[config.mk]
export PLATFORM = sky130hd
export DESIGN_NAME = vco_adc_ctrl
export DESIGN_NICKNAME = d
export VERILOG_FILES = /design/src/rtl/vco_adc_pkg.sv /design/src/rtl/vco_adc_result_fifo.sv /design/src/rtl/vco_adc_ctrl.sv
export SDC_FILE = /design/constraint.sdc
export NUM_CORES = 1
export LEC_CHECK = 0
export ABC_AREA = 1
export BUFFER_PORTS_ARGS = -buffer_cell sky130_fd_sc_hd__buf_4
export CAP_MARGIN = 40
export CELL_PAD_IN_SITES_DETAIL_PLACEMENT = 1
export CELL_PAD_IN_SITES_GLOBAL_PLACEMENT = 2
export CORE_MARGIN = 8
export CORE_UTILIZATION = 39
export CTS_CLUSTER_DIAMETER = 200
export DETAILED_ROUTE_END_ITERATION = 7
export PLACE_DENSITY_LB_ADDON = 0.12
export SYNTH_ARGS = -nofsm -noshare
export SYNTH_HDL_FRONTEND = slang
export SYNTH_SLANG_ARGS = --single-unit
[constraint.sdc]
create_clock -name clock -period 4.2 [get_ports clock]
set_clock_uncertainty 0.1 [all_clocks]
set_input_delay 0.63 -clock clock [delete_from_list [all_inputs] [get_ports clock]]
set_output_delay 0.63 -clock clock [all_outputs]
set_load 0.01 [all_outputs]
[src/rtl/vco_adc_pkg.sv]
// -----------------------------------------------------------------------------
// vco_adc_pkg
// Shared definitions for the VCO-based ADC conversion sequencer:
//   - state_t        : sequencer FSM states
//   - DEF_CNT_W      : default width of the Gray-coded VCO edge counters
//   - DEF_WIN_W      : default width of the window-length configuration
//   - DEF_FIFO_DEPTH : default result FIFO depth (power of 2, >= 2)
//   - gray2bin       : Gray-to-binary decode, up to 32 bits wide
// -----------------------------------------------------------------------------
package vco_adc_pkg;

    localparam int DEF_CNT_W      = 16;
    localparam int DEF_WIN_W      = 16;
    localparam int DEF_FIFO_DEPTH = 4;

    typedef enum logic [1:0] {
        IDLE,
        SETTLE,
        WINDOW,
        CAPTURE
    } state_t;

    // Works on a zero-extended 32-bit value: leading zeros decode to zeros,
    // so callers can truncate the result back to their own counter width.
    function automatic logic [31:0] gray2bin(input logic [31:0] gray);
        logic [31:0] bin;
        bin[31] = gray[31];
        for (int i = 30; i >= 0; i--) begin
            bin[i] = bin[i+1] ^ gray[i];
        end
        return bin;
    endfunction

endpackage

[src/rtl/vco_adc_result_fifo.sv]
// -----------------------------------------------------------------------------
// vco_adc_result_fifo
// Show-ahead result FIFO. rd_data always reflects the head entry while
// rd_valid is high, and reads as zero while the FIFO is empty.
// Ports:
//   clock, resetb       : system clock, asynchronous active-low reset
//   push, push_data     : write request and data
//   rd_ready            : consumer accepts the head (pop when rd_valid)
//   rd_valid, rd_data   : head valid flag and head data
//   drop                : one-cycle pulse, a push was lost because the FIFO was full
// -----------------------------------------------------------------------------
module vco_adc_result_fifo
    import vco_adc_pkg::*;
#(
    parameter int WIDTH = DEF_CNT_W + 1,
    parameter int DEPTH = DEF_FIFO_DEPTH
) (
    input  logic             clock,
    input  logic             resetb,
    input  logic             push,
    input  logic [WIDTH-1:0] push_data,
    input  logic             rd_ready,
    output logic             rd_valid,
    output logic [WIDTH-1:0] rd_data,
    output logic             drop
);

    localparam int AW = $clog2(DEPTH);

    // Pointers carry one extra wrap bit so full and empty can be told apart.
    logic [AW:0]      wr_ptr;
    logic [AW:0]      rd_ptr;
    logic [WIDTH-1:0] mem [DEPTH];
    logic             full;
    logic             empty;
    logic             pop;
    logic             push_ok;

    assign empty   = (wr_ptr == rd_ptr);
    assign full    = (wr_ptr[AW] != rd_ptr[AW]) && (wr_ptr[AW-1:0] == rd_ptr[AW-1:0]);
    assign pop     = !empty && rd_ready;
    // A pop in the same cycle frees the slot, so a push into a full FIFO is still taken.
    assign push_ok = push && (!full || pop);
    assign drop    = push && full && !pop;

    assign rd_valid = !empty;
    assign rd_data  = empty ? '0 : mem[rd_ptr[AW-1:0]];

    // Storage array; contents are only ever observed through valid pointers.
    always_ff @(posedge clock) begin
        if (push_ok) begin
            mem[wr_ptr[AW-1:0]] <= push_data;
        end
    end

    // Read and write pointers advance independently on accepted push/pop.
    always_ff @(posedge clock or negedge resetb) begin
        if (!resetb) begin
            wr_ptr <= '0;
            rd_ptr <= '0;
        end else begin
            if (push_ok) begin
                wr_ptr <= wr_ptr + {{AW{1'b0}}, 1'b1};
            end
            if (pop) begin
                rd_ptr <= rd_ptr + {{AW{1'b0}}, 1'b1};
            end
        end
    end

endmodule

[src/rtl/vco_adc_ctrl.sv]
// -----------------------------------------------------------------------------
// vco_adc_ctrl
// Conversion sequencer for the VCO ADC: enables the VCO pair, waits a settle
// time, counts VCO edges over a window and pushes (d_p - d_n) into a FIFO.
// Ports:
//   clock, resetb          : system clock, asynchronous active-low reset
//   cfg_window, cfg_settle : window / settle lengths in cycles (0 acts as 1)
//   cfg_cont               : back-to-back continuous windows
//   start, stop            : begin a conversion / abort (stop wins)
//   vco_en                 : analog enable for both VCOs
//   vco_cnt_p, vco_cnt_n   : asynchronous Gray-coded VCO edge counts
//   rd_valid, rd_data      : FIFO head (signed CNT_W+1 result)
//   rd_ready               : consumer accepts the head
//   busy                   : sequencer not idle
//   overflow               : sticky, a result was dropped (cleared on start)
// -----------------------------------------------------------------------------
module vco_adc_ctrl
    import vco_adc_pkg::*;
#(
    parameter int CNT_W      = DEF_CNT_W,
    parameter int WIN_W      = DEF_WIN_W,
    parameter int FIFO_DEPTH = DEF_FIFO_DEPTH
) (
    input  logic             clock,
    input  logic             resetb,
    input  logic [WIN_W-1:0] cfg_window,
    input  logic [7:0]       cfg_settle,
    input  logic             cfg_cont,
    input  logic             start,
    input  logic             stop,
    output logic             vco_en,
    input  logic [CNT_W-1:0] vco_cnt_p,
    input  logic [CNT_W-1:0] vco_cnt_n,
    output logic             rd_valid,
    output logic [CNT_W:0]   rd_data,
    input  logic             rd_ready,
    output logic             busy,
    output logic             overflow
);

    state_t           state;
    state_t           state_next;
    logic [CNT_W-1:0] sync_p1, sync_p2, sync_n1, sync_n2;
    logic [CNT_W-1:0] cnt_p_b, cnt_n_b;
    logic [CNT_W-1:0] base_p, base_n, end_p, end_n;
    logic [CNT_W-1:0] d_p, d_n;
    logic [CNT_W:0]   result;
    logic [7:0]       settle_cnt;
    logic [7:0]       settle_init;
    logic [WIN_W-1:0] win_cnt;
    logic [WIN_W-1:0] win_init;
    logic             load_settle, load_win, latch_base, latch_end, rebase;
    logic             push, clr_ovf, drop;

    // Two-flop synchronisers; Gray coding keeps each sampled value within one
    // count of the true value even when the counter is mid-transition.
    always_ff @(posedge clock or negedge resetb) begin
        if (!resetb) begin
            sync_p1 <= '0;
            sync_p2 <= '0;
            sync_n1 <= '0;
            sync_n2 <= '0;
        end else begin
            sync_p1 <= vco_cnt_p;
            sync_p2 <= sync_p1;
            sync_n1 <= vco_cnt_n;
            sync_n2 <= sync_n1;
        end
    end

    assign cnt_p_b = CNT_W'(gray2bin(32'(sync_p2)));
    assign cnt_n_b = CNT_W'(gray2bin(32'(sync_n2)));

    assign settle_init = (cfg_settle == '0) ? 8'd1 : cfg_settle;
    assign win_init    = (cfg_window == '0) ? WIN_W'(1) : cfg_window;

    // Modular deltas tolerate counter wrap; zero-extending before the final
    // subtraction gives a correctly signed CNT_W+1 result.
    assign d_p    = end_p - base_p;
    assign d_n    = end_n - base_n;
    assign result = {1'b0, d_p} - {1'b0, d_n};

    assign vco_en = (state != IDLE);
    assign busy   = (state != IDLE);

    // State register.
    always_ff @(posedge clock or negedge resetb) begin
        if (!resetb) begin
            state <= IDLE;
        end else begin
            state <= state_next;
        end
    end

    // Next-state and control strobes. stop overrides everything in any busy
    // state, including the push and the continuous-mode reload in CAPTURE.
    always_comb begin
        state_next  = state;
        load_settle = 1'b0;
        load_win    = 1'b0;
        latch_base  = 1'b0;
        latch_end   = 1'b0;
        rebase      = 1'b0;
        push        = 1'b0;
        clr_ovf     = 1'b0;
        case (state)
            IDLE: begin
                if (start && !stop) begin
                    state_next  = SETTLE;
                    load_settle = 1'b1;
                    clr_ovf     = 1'b1;
                end
            end
            SETTLE: begin
                if (stop) begin
                    state_next = IDLE;
                end else if (settle_cnt == 8'd1) begin
                    state_next = WINDOW;
                    latch_base = 1'b1;
                    load_win   = 1'b1;
                end
            end
            WINDOW: begin
                if (stop) begin
                    state_next = IDLE;
                end else if (win_cnt == WIN_W'(1)) begin
                    state_next = CAPTURE;
                    latch_end  = 1'b1;
                end
            end
            CAPTURE: begin
                if (stop) begin
                    state_next = IDLE;
                end else begin
                    push = 1'b1;
                    if (cfg_cont) begin
                        state_next = WINDOW;
                        rebase     = 1'b1;
                        load_win   = 1'b1;
                    end else begin
                        state_next = IDLE;
                    end
                end
            end
            default: state_next = IDLE;
        endcase
    end

    // Counters, base/end snapshots and the sticky overflow flag. In continuous
    // mode the previous end becomes the next base so no edges go uncounted.
    always_ff @(posedge clock or negedge resetb) begin
        if (!resetb) begin
            settle_cnt <= '0;
            win_cnt    <= '0;
            base_p     <= '0;
            base_n     <= '0;
            end_p      <= '0;
            end_n      <= '0;
            overflow   <= 1'b0;
        end else begin
            if (load_settle) begin
                settle_cnt <= settle_init;
            end else if (state == SETTLE) begin
                settle_cnt <= settle_cnt - 8'd1;
            end
            if (load_win) begin
                win_cnt <= win_init;
            end else if (state == WINDOW) begin
                win_cnt <= win_cnt - WIN_W'(1);
            end
            if (latch_base) begin
                base_p <= cnt_p_b;
                base_n <= cnt_n_b;
            end else if (rebase) begin
                base_p <= end_p;
                base_n <= end_n;
            end
            if (latch_end) begin
                end_p <= cnt_p_b;
                end_n <= cnt_n_b;
            end
            if (clr_ovf) begin
                overflow <= 1'b0;
            end else if (drop) begin
                overflow <= 1'b1;
            end
        end
    end

    vco_adc_result_fifo #(
        .WIDTH (CNT_W + 1),
        .DEPTH (FIFO_DEPTH)
    ) u_fifo (
        .clock     (clock),
        .resetb    (resetb),
        .push      (push),
        .push_data (result),
        .rd_ready  (rd_ready),
        .rd_valid  (rd_valid),
        .rd_data   (rd_data),
        .drop      (drop)
    );

endmodule

Yosys cells after proc, flatten, opt, wreduce, memory -nomap -nowiden
Memory sizes are Yosys's and may differ from the RTL's.
Index checks and enable logic that the tools add are counted.
- memories: 1
- latch bits: 0
- input bits: 62
- output and inout port bits: 21
- flip-flop bits (word level): 161
- memory bits (read-only): 0
- word-level logic and storage cells: 120
- RAM bits: 68
- $mul: 0
- mux-type cells: 37
- shift-type cells: 0
- reductions and logical operators: 20
- eq/ne operators: 11
- add/subtract/negate cells: 7
- div/mod/pow operators: 0
- magnitude comparators: 0
- bitwise operators: 30
- memory list (memory ; words ; width ; read ports ; clocked after memory_dff ; write ports ; line ; RTL):
    u_fifo.mem ; 4 ; 17 ; 1 ; 0 ; 1 ; vco_adc_result_fifo.sv:33 ; logic [WIDTH-1:0] mem [DEPTH];
- operators with widths (cell ; count):
    16-bit 2-to-1 mux ; 7
    16-bit subtractor ; 2
    1-bit XOR ; 30
    8-bit 2-to-1 mux ; 3
    1-bit 2-to-1 mux ; 17
    17-bit 2-to-1 mux ; 1
    16-bit by 16-bit subtractor with 17-bit output ; 1
    16-bit by 1-bit equality test with 1-bit output (second input constant) ; 1
    16-bit logical NOT ; 1
    16-bit by 1-bit subtractor with 16-bit output (second input constant) ; 1
    2-bit 2-to-1 mux ; 7
    2-bit nonzero test ; 5
    8-bit by 1-bit equality test with 1-bit output (second input constant) ; 1
    8-bit logical NOT ; 1
    2-bit case mux with 4 select lines ; 1
    8-bit by 1-bit subtractor with 8-bit output (second input constant) ; 1
    3-bit by 1-bit adder with 3-bit output (second input constant) ; 2
    1-bit logical AND ; 6
    3-bit inequality test (second input constant) ; 2
    2-bit equality test (second input constant) ; 2
    1-bit logical NOT ; 4
    3-bit equality test ; 1
    3-bit AND reduction ; 1
    2-bit by 1-bit equality test with 1-bit output (second input constant) ; 1
    other kinds (6) ; 6

Longest topological paths before layout
- depth in word-level cells: 16
- mapped depth: 24
- mapped depth without buffers: 24

Cells and area by module
A second synthesis with hierarchy kept.
- cell total of the unflattened synthesis: 1226
- area, all modules: 11921.4 µm²
- by module, submodules not included (module ; instances ; cells each ; area an instance (µm²) ; sequential area each (µm²)):
    vco_adc_ctrl ; 1 ; 965 ; 8814.7 ; 3878.7
    vco_adc_result_fifo ; 1 ; 261 ; 3106.7 ; 2192.1

Least setup slack after synthesis
OpenSTA, ideal clock, no wires.
- path type: register to register
- from: reg end_p[0]
- to: mem u_fifo.mem[0][15] (netlist bit), data pin
- arrival time: 3.252 ns
- buffers on the path: 0
- clock period less this slack: 3.621 ns
- stages on the path, launching flop included: 24
- data required time: 3.831 ns
- slack: 0.579 ns
- library setup time: 0.269 ns
- path through: dfrtp_1 inv_1 ha_1 inv_1 fa_1 nand3_1 nand2_1 a21oi_1 inv_1 a21oi_1 o21ai_0 xor2_1 ha_1 a21oi_1 o21ai_0 a21oi_1 o21bai_1 nand2_1 nand2_1 a21oi_1 nor2_1 o21ai_0 nand2_1 xor2_1
- word-level cells in the longest chain between the ends: 2
- RTL lines (element ; line ; RTL):
    from (decl) ; vco_adc_ctrl.sv:45 ; logic [CNT_W-1:0] base_p, base_n, end_p, end_n;
    from (signal assigned) ; vco_adc_ctrl.sv:179 ; end_p <= cnt_p_b;
    16-bit subtractor ; vco_adc_ctrl.sv:79 ; assign d_p = end_p - base_p;
    16-bit by 16-bit subtractor with 17-bit output ; vco_adc_ctrl.sv:81 ; assign result = {1'b0, d_p} - {1'b0, d_n};
    net result[15] ; vco_adc_ctrl.sv:47 ; logic [CNT_W:0] result;
    to (decl) ; vco_adc_result_fifo.sv:33 ;
The timed path passes the listed nets, and every way through them passes these cells.

Worst setup path after layout
- from: reg end_n[0]
- to: mem u_fifo.mem[2][15] (netlist bit), data pin
- word-level cells in the longest chain between the ends: 2
- RTL lines (element ; line ; RTL):
    from (decl) ; vco_adc_ctrl.sv:45 ;
    from (signal assigned) ; vco_adc_ctrl.sv:180 ; end_n <= cnt_n_b;
    16-bit subtractor ; vco_adc_ctrl.sv:80 ; assign d_n = end_n - base_n;
    16-bit by 16-bit subtractor with 17-bit output ; vco_adc_ctrl.sv:81 ;
    net result[15] ; vco_adc_ctrl.sv:47 ;
The timed path passes the listed nets, and every way through them passes these cells.

==> load_flow_metrics.sql <==
INSERT INTO impl_metrics (metric_group, metric, value, unit) VALUES
('status', 'status', 'completed', ''),
('pwr', 'sw_frac_of_total', '39.6', '%'),
('cts', 'cts.reportedPaths.clkPinSlew', '60', 'ps'),
('pwr', 'worst_ir_drop_vdd', '358', 'µV'),
('pwr', 'power.share.combinational', '48.6', '%'),
('logic_synthesis', 'synth-seq-area-share', '51.3', '%'),
('setup_path', 'end_kind', 'flip-flop', ''),
('floorplanning', 'die_y', '190', 'µm'),
('floorplanning', 'io-pin-count', '83', ''),
('grt', 'maximum_number_of_pins_on_one_net_before_global_route_repair', '76', ''),
('finish', 'finish.net_count', '1425', ''),
('route', 'ant_nets', '0', ''),
('logic_synthesis', 'syn-cell-area', '0.0118', 'mm²'),
('route', 'drt-pass1-iter-count', '4', ''),
('placed_design', 'port_buffers', '82', ''),
('sta', 'timing_max_transition_violations_final', '0', ''),
('floorplanning', 'site_row_count', '64', ''),
('sta', 'relSlewSlack', '44.6', '%'),
('sta', 'post_route_setup_slack', '330', 'ps'),
('sta', 'unrepaired_setup_endpoints_after_global_routing', 'yes', ''),
('logic_synthesis', 'syn-num-nets', '1324', ''),
('sta', 'fin_crit_sh', '92.2', '%'),
('finish', 'fraction_of_layout_instances_using_a_drive_strength_above_1', '18.6', '%'),
('setup_path', 'crit_path_start_kind', 'flip-flop', ''),
('logic_synthesis', 'synth_warnings', '0', ''),
('floorplanning', 'die_area', '0.0362', 'mm²'),
('grt', 'grt_first_pass_wirelength', '46.8', 'mm'),
('cts', 'clock_path_buffers', '3', ''),
('cts', 'cts_h_tree_depth', '1', ''),
('cts', 'clock_latency', '530', 'ps'),
('setup_path', 'critPathKind', 'flip-flop to flip-flop', ''),
('finish', 'antenna_cells_inserted', '0', ''),
('pwr', 'pwr_density_cell', '844', 'mW/mm²'),
('sta', 'max_slew.worst_pin.slew', '826', 'ps'),
('sta', 'max_freq', '258', 'MHz'),
('sta', 'setup_viol', '0', ''),
('grt', 'track_usage', '15.6', '%'),
('setup_path', 'critPathRequiredTime', '4360', 'ps'),
('logic_synthesis', 'avgSynthCellArea', '9.84', 'µm²'),
('finish', 'layout_common_cells', 'sky130_fd_sc_hd__nand2_1 (173), sky130_fd_sc_hd__inv_1 (171), sky130_fd_sc_hd__dfrtp_1 (161)', ''),
('grt', 'gr-total-overflow', '0', ''),
('finish', 'area_delta_synth_final', '17.8', '%'),
('placed_design', 'post-place-cells', '1672', ''),
('pwr', 'p_sw', '4660', 'µW'),
('floorplanning', 'core-area', '0.0303', 'mm²'),
('route', 'wl_per_cell', '16.1', 'µm'),
('route', 'via_count', '8592', ''),
('finish', 'layout_commonest_cell', 'sky130_fd_sc_hd__nand2_1', ''),
('cts', 'hold_buffers', '0', ''),
('pwr', 'power.internal', '7110', 'µW'),
('route', 'drtIter0Drc', '227', ''),
('pwr', 'power.share.sequential', '32.3', '%'),
('cts', 'clkSinkCount', '229', ''),
('grt', 'antenna_found_initial', '0', ''),
('worst_hold_path', 'worst_hold_path_type', 'input pin to asynchronous set/reset pin', ''),
('placed_design', 'pre_cts_slack', '125', 'ps'),
('placed_design', 'place_hpwl', '20.4', 'mm'),
('setup_path', 'timing.critical_path.fanout_max', '4', ''),
('route', 'drc_errors', '0', ''),
('grt', 'grt_pass1_vias', '9479', ''),
('flow_run', 'cap_viol_max_count', '0', ''),
('route', 'routed_via_density', '4.99', ''),
('cts', 'clk_root_buffer_cell', 'sky130_fd_sc_hd__clkbuf_16', ''),
('floorplanning', 'floorplan.initialDensity', '39.1', '%'),
('sta', 'hold_viol_final', '0', ''),
('logic_synthesis', 'post_synth_num_cell_types', '41', ''),
('finish', 'finish.cell_count_without_fillers', '1721', ''),
('cts', 'number_of_cts_inserted_buffers', '26', ''),
('floorplanning', 'floorplan.die.width', '190', 'µm'),
('logic_synthesis', 'instance_count_of_the_mapped_netlist', '1204', ''),
('cts', 'cts_tree', 'yes', ''),
('pwr', 'pwr-share-clk', '19.1', '%'),
('route', 'routed_wl', '27.7', 'mm'),
('setup_path', 'critical_path_arrival', '4030', 'ps'),
('logic_synthesis', 'flops_latches_synth', '229', ''),
('placed_design', 'routabilityCongestion', '0.742', ''),
('sta', 'fin_setup_tns', '0', 'ps'),
('sta', 'final.min_clock_period', '3870', 'ps'),
('pwr', 'leakagePower', '0.00639', 'µW');
## registers in the layout, summed over array words and instances, names as in the netlist
name and count:
overflow 1, end_p 16, u_fifo.mem 68, settle_cnt 8
sync_p1 16, end_n 16, u_fifo.wr_ptr 3, sync_p2 16
sync_n1 16, u_fifo.rd_ptr 3, win_cnt 16, base_p 16
state 2, sync_n2 16, base_n 16
## Yosys cell counts, drive strengths merged
| cell | instances | share of area (%) |
|---|---|---|
| edfxtp | 68 | 17 |
| ha | 55 | 5.8 |
| o311ai | 3 | 0.22 |
| buf | 11 | 0.49 |
| nor2 | 74 | 2.4 |
| a21oi | 48 | 2.0 |
| a22oi | 5 | 0.32 |
| o21a | 1 | 0.063 |
| nor3 | 10 | 0.42 |
| clkbuf | 21 | 0.67 |
| xnor2 | 15 | 1.1 |
| nand4 | 6 | 0.32 |
| nand3 | 122 | 8.6 |
| o22ai | 18 | 0.95 |
| o221ai | 31 | 2.3 |
| a32o | 2 | 0.17 |
| o211ai | 7 | 0.44 |
| dfrtp | 161 | 34 |
| a21o | 4 | 0.25 |
| inv | 173 | 5.5 |
| o31ai | 2 | 0.13 |
| fa | 3 | 0.51 |
| or2 | 1 | 0.053 |
| nand2 | 203 | 7.6 |
| a221oi | 2 | 0.15 |
| and3 | 1 | 0.053 |
| clkinv | 1 | 0.032 |
| xor2 | 39 | 2.9 |
| o21bai | 8 | 0.51 |
| nor4 | 9 | 0.48 |
| a31oi | 3 | 0.16 |
| a211oi | 1 | 0.063 |
| o21ai | 96 | 4.1 |
## worst max-delay path, stage by stage (launching register included)
cell	delay [ps]
sky130_fd_sc_hd__dfrtp_1	390
sky130_fd_sc_hd__inv_1	60
sky130_fd_sc_hd__ha_1	130
sky130_fd_sc_hd__inv_1	70
sky130_fd_sc_hd__fa_2	380
sky130_fd_sc_hd__nand3_1	80
sky130_fd_sc_hd__nand2_1	100
sky130_fd_sc_hd__a21oi_2	160
sky130_fd_sc_hd__o21bai_2	90
sky130_fd_sc_hd__a21oi_1	160
sky130_fd_sc_hd__o21bai_1	110
sky130_fd_sc_hd__xor2_1	190
sky130_fd_sc_hd__ha_1	360
sky130_fd_sc_hd__a21oi_2	160
sky130_fd_sc_hd__o21ai_2	80
sky130_fd_sc_hd__a21oi_1	130
sky130_fd_sc_hd__o21bai_1	100
sky130_fd_sc_hd__nand2_1	70
sky130_fd_sc_hd__nand2_1	60
sky130_fd_sc_hd__a21oi_2	160
sky130_fd_sc_hd__nor2_1	50
sky130_fd_sc_hd__o21ai_0	140
sky130_fd_sc_hd__nand2_1	100
sky130_fd_sc_hd__xor2_2	170
## routing by layer
| layer | GRT usage (%) | up-vias | wire length [µm] |
|---|---|---|---|
| met2 | 28.7 | 94 | 14000 |
| met1 | 19.2 | 4193 | 12400 |
| li1 | - | 4279 | - |
| met5 | 0 | - | 0 |
| met4 | 3.01 | 0 | 399 |
| met3 | 2.27 | 26 | 900 |
## per-stage QoR
stage	area, µm²	util (%)	power, µW	hold WS [ps]
2_1_floorplan	11800	-	7760	231
3_3_place_gp	13000	42.9	9270	232
3_5_place_dp	13000	43.0	9480	236
4_1_cts	13900	45.9	11800	42.4
5_1_grt	13900	46.1	12800	73.1
6_report	13900	46.1	11800	20.0
## power groups by stage
stage | clock (µW) | combinational [µW] | sequential, µW
after global placement | 0 | 5430 | 3830
after CTS | 2320 | 5660 | 3810
after floorplan | 0 | 3990 | 3780
after global routing | 2400 | 6540 | 3850
final | 2250 | 5730 | 3800
after detailed placement | 0 | 5630 | 3850
## timing repair
action | 4_1_cts | 5_1_grt
setup endpoints to repair | 0 | 12
buffers inserted | 0 | 1
resized for setup | 0 | 16
## area by class of cell
class,instances,area [µm²]
flip-flops and latches,229,6070
repair buffers,105,832
clock inverters,18,164
multi-input cells,769,5050
clock buffers,30,687
fillers,3382,16300
well taps,396,495
inverters,174,653
## path summary, 6_finish.rpt
kind	end	start	depth (start not counted)	slack, ps
max in group asynchronous	u_fifo.rd_ptr[2]	resetb	2	3080
min in group clock	sync_n1[1]	vco_cnt_n[1]	1	110
setup / recovery	u_fifo.mem[2][15]	end_n[0]	23	330
setup reg to reg	u_fifo.mem[2][15]	end_n[0]	23	330
hold reg to reg	sync_n2[2]	sync_n1[2]	0	250
hold / removal	sync_n1[14]	resetb	1	20
## kinds of logic after synthesis
| group | count (synthesis) | share of synthesized area, % |
|---|---|---|
| adders and majority gates | 58 | 6.32 |
| and+or+nand+nor | 426 | 19.9 |
| AOI/OAI and AO/OA | 231 | 11.8 |
| xor gates and xnor gates | 54 | 3.99 |
| buffers and inverters | 206 | 6.67 |
| DFF | 229 | 51.3 |
No activity file was read; power rests on OpenSTA's default activity.
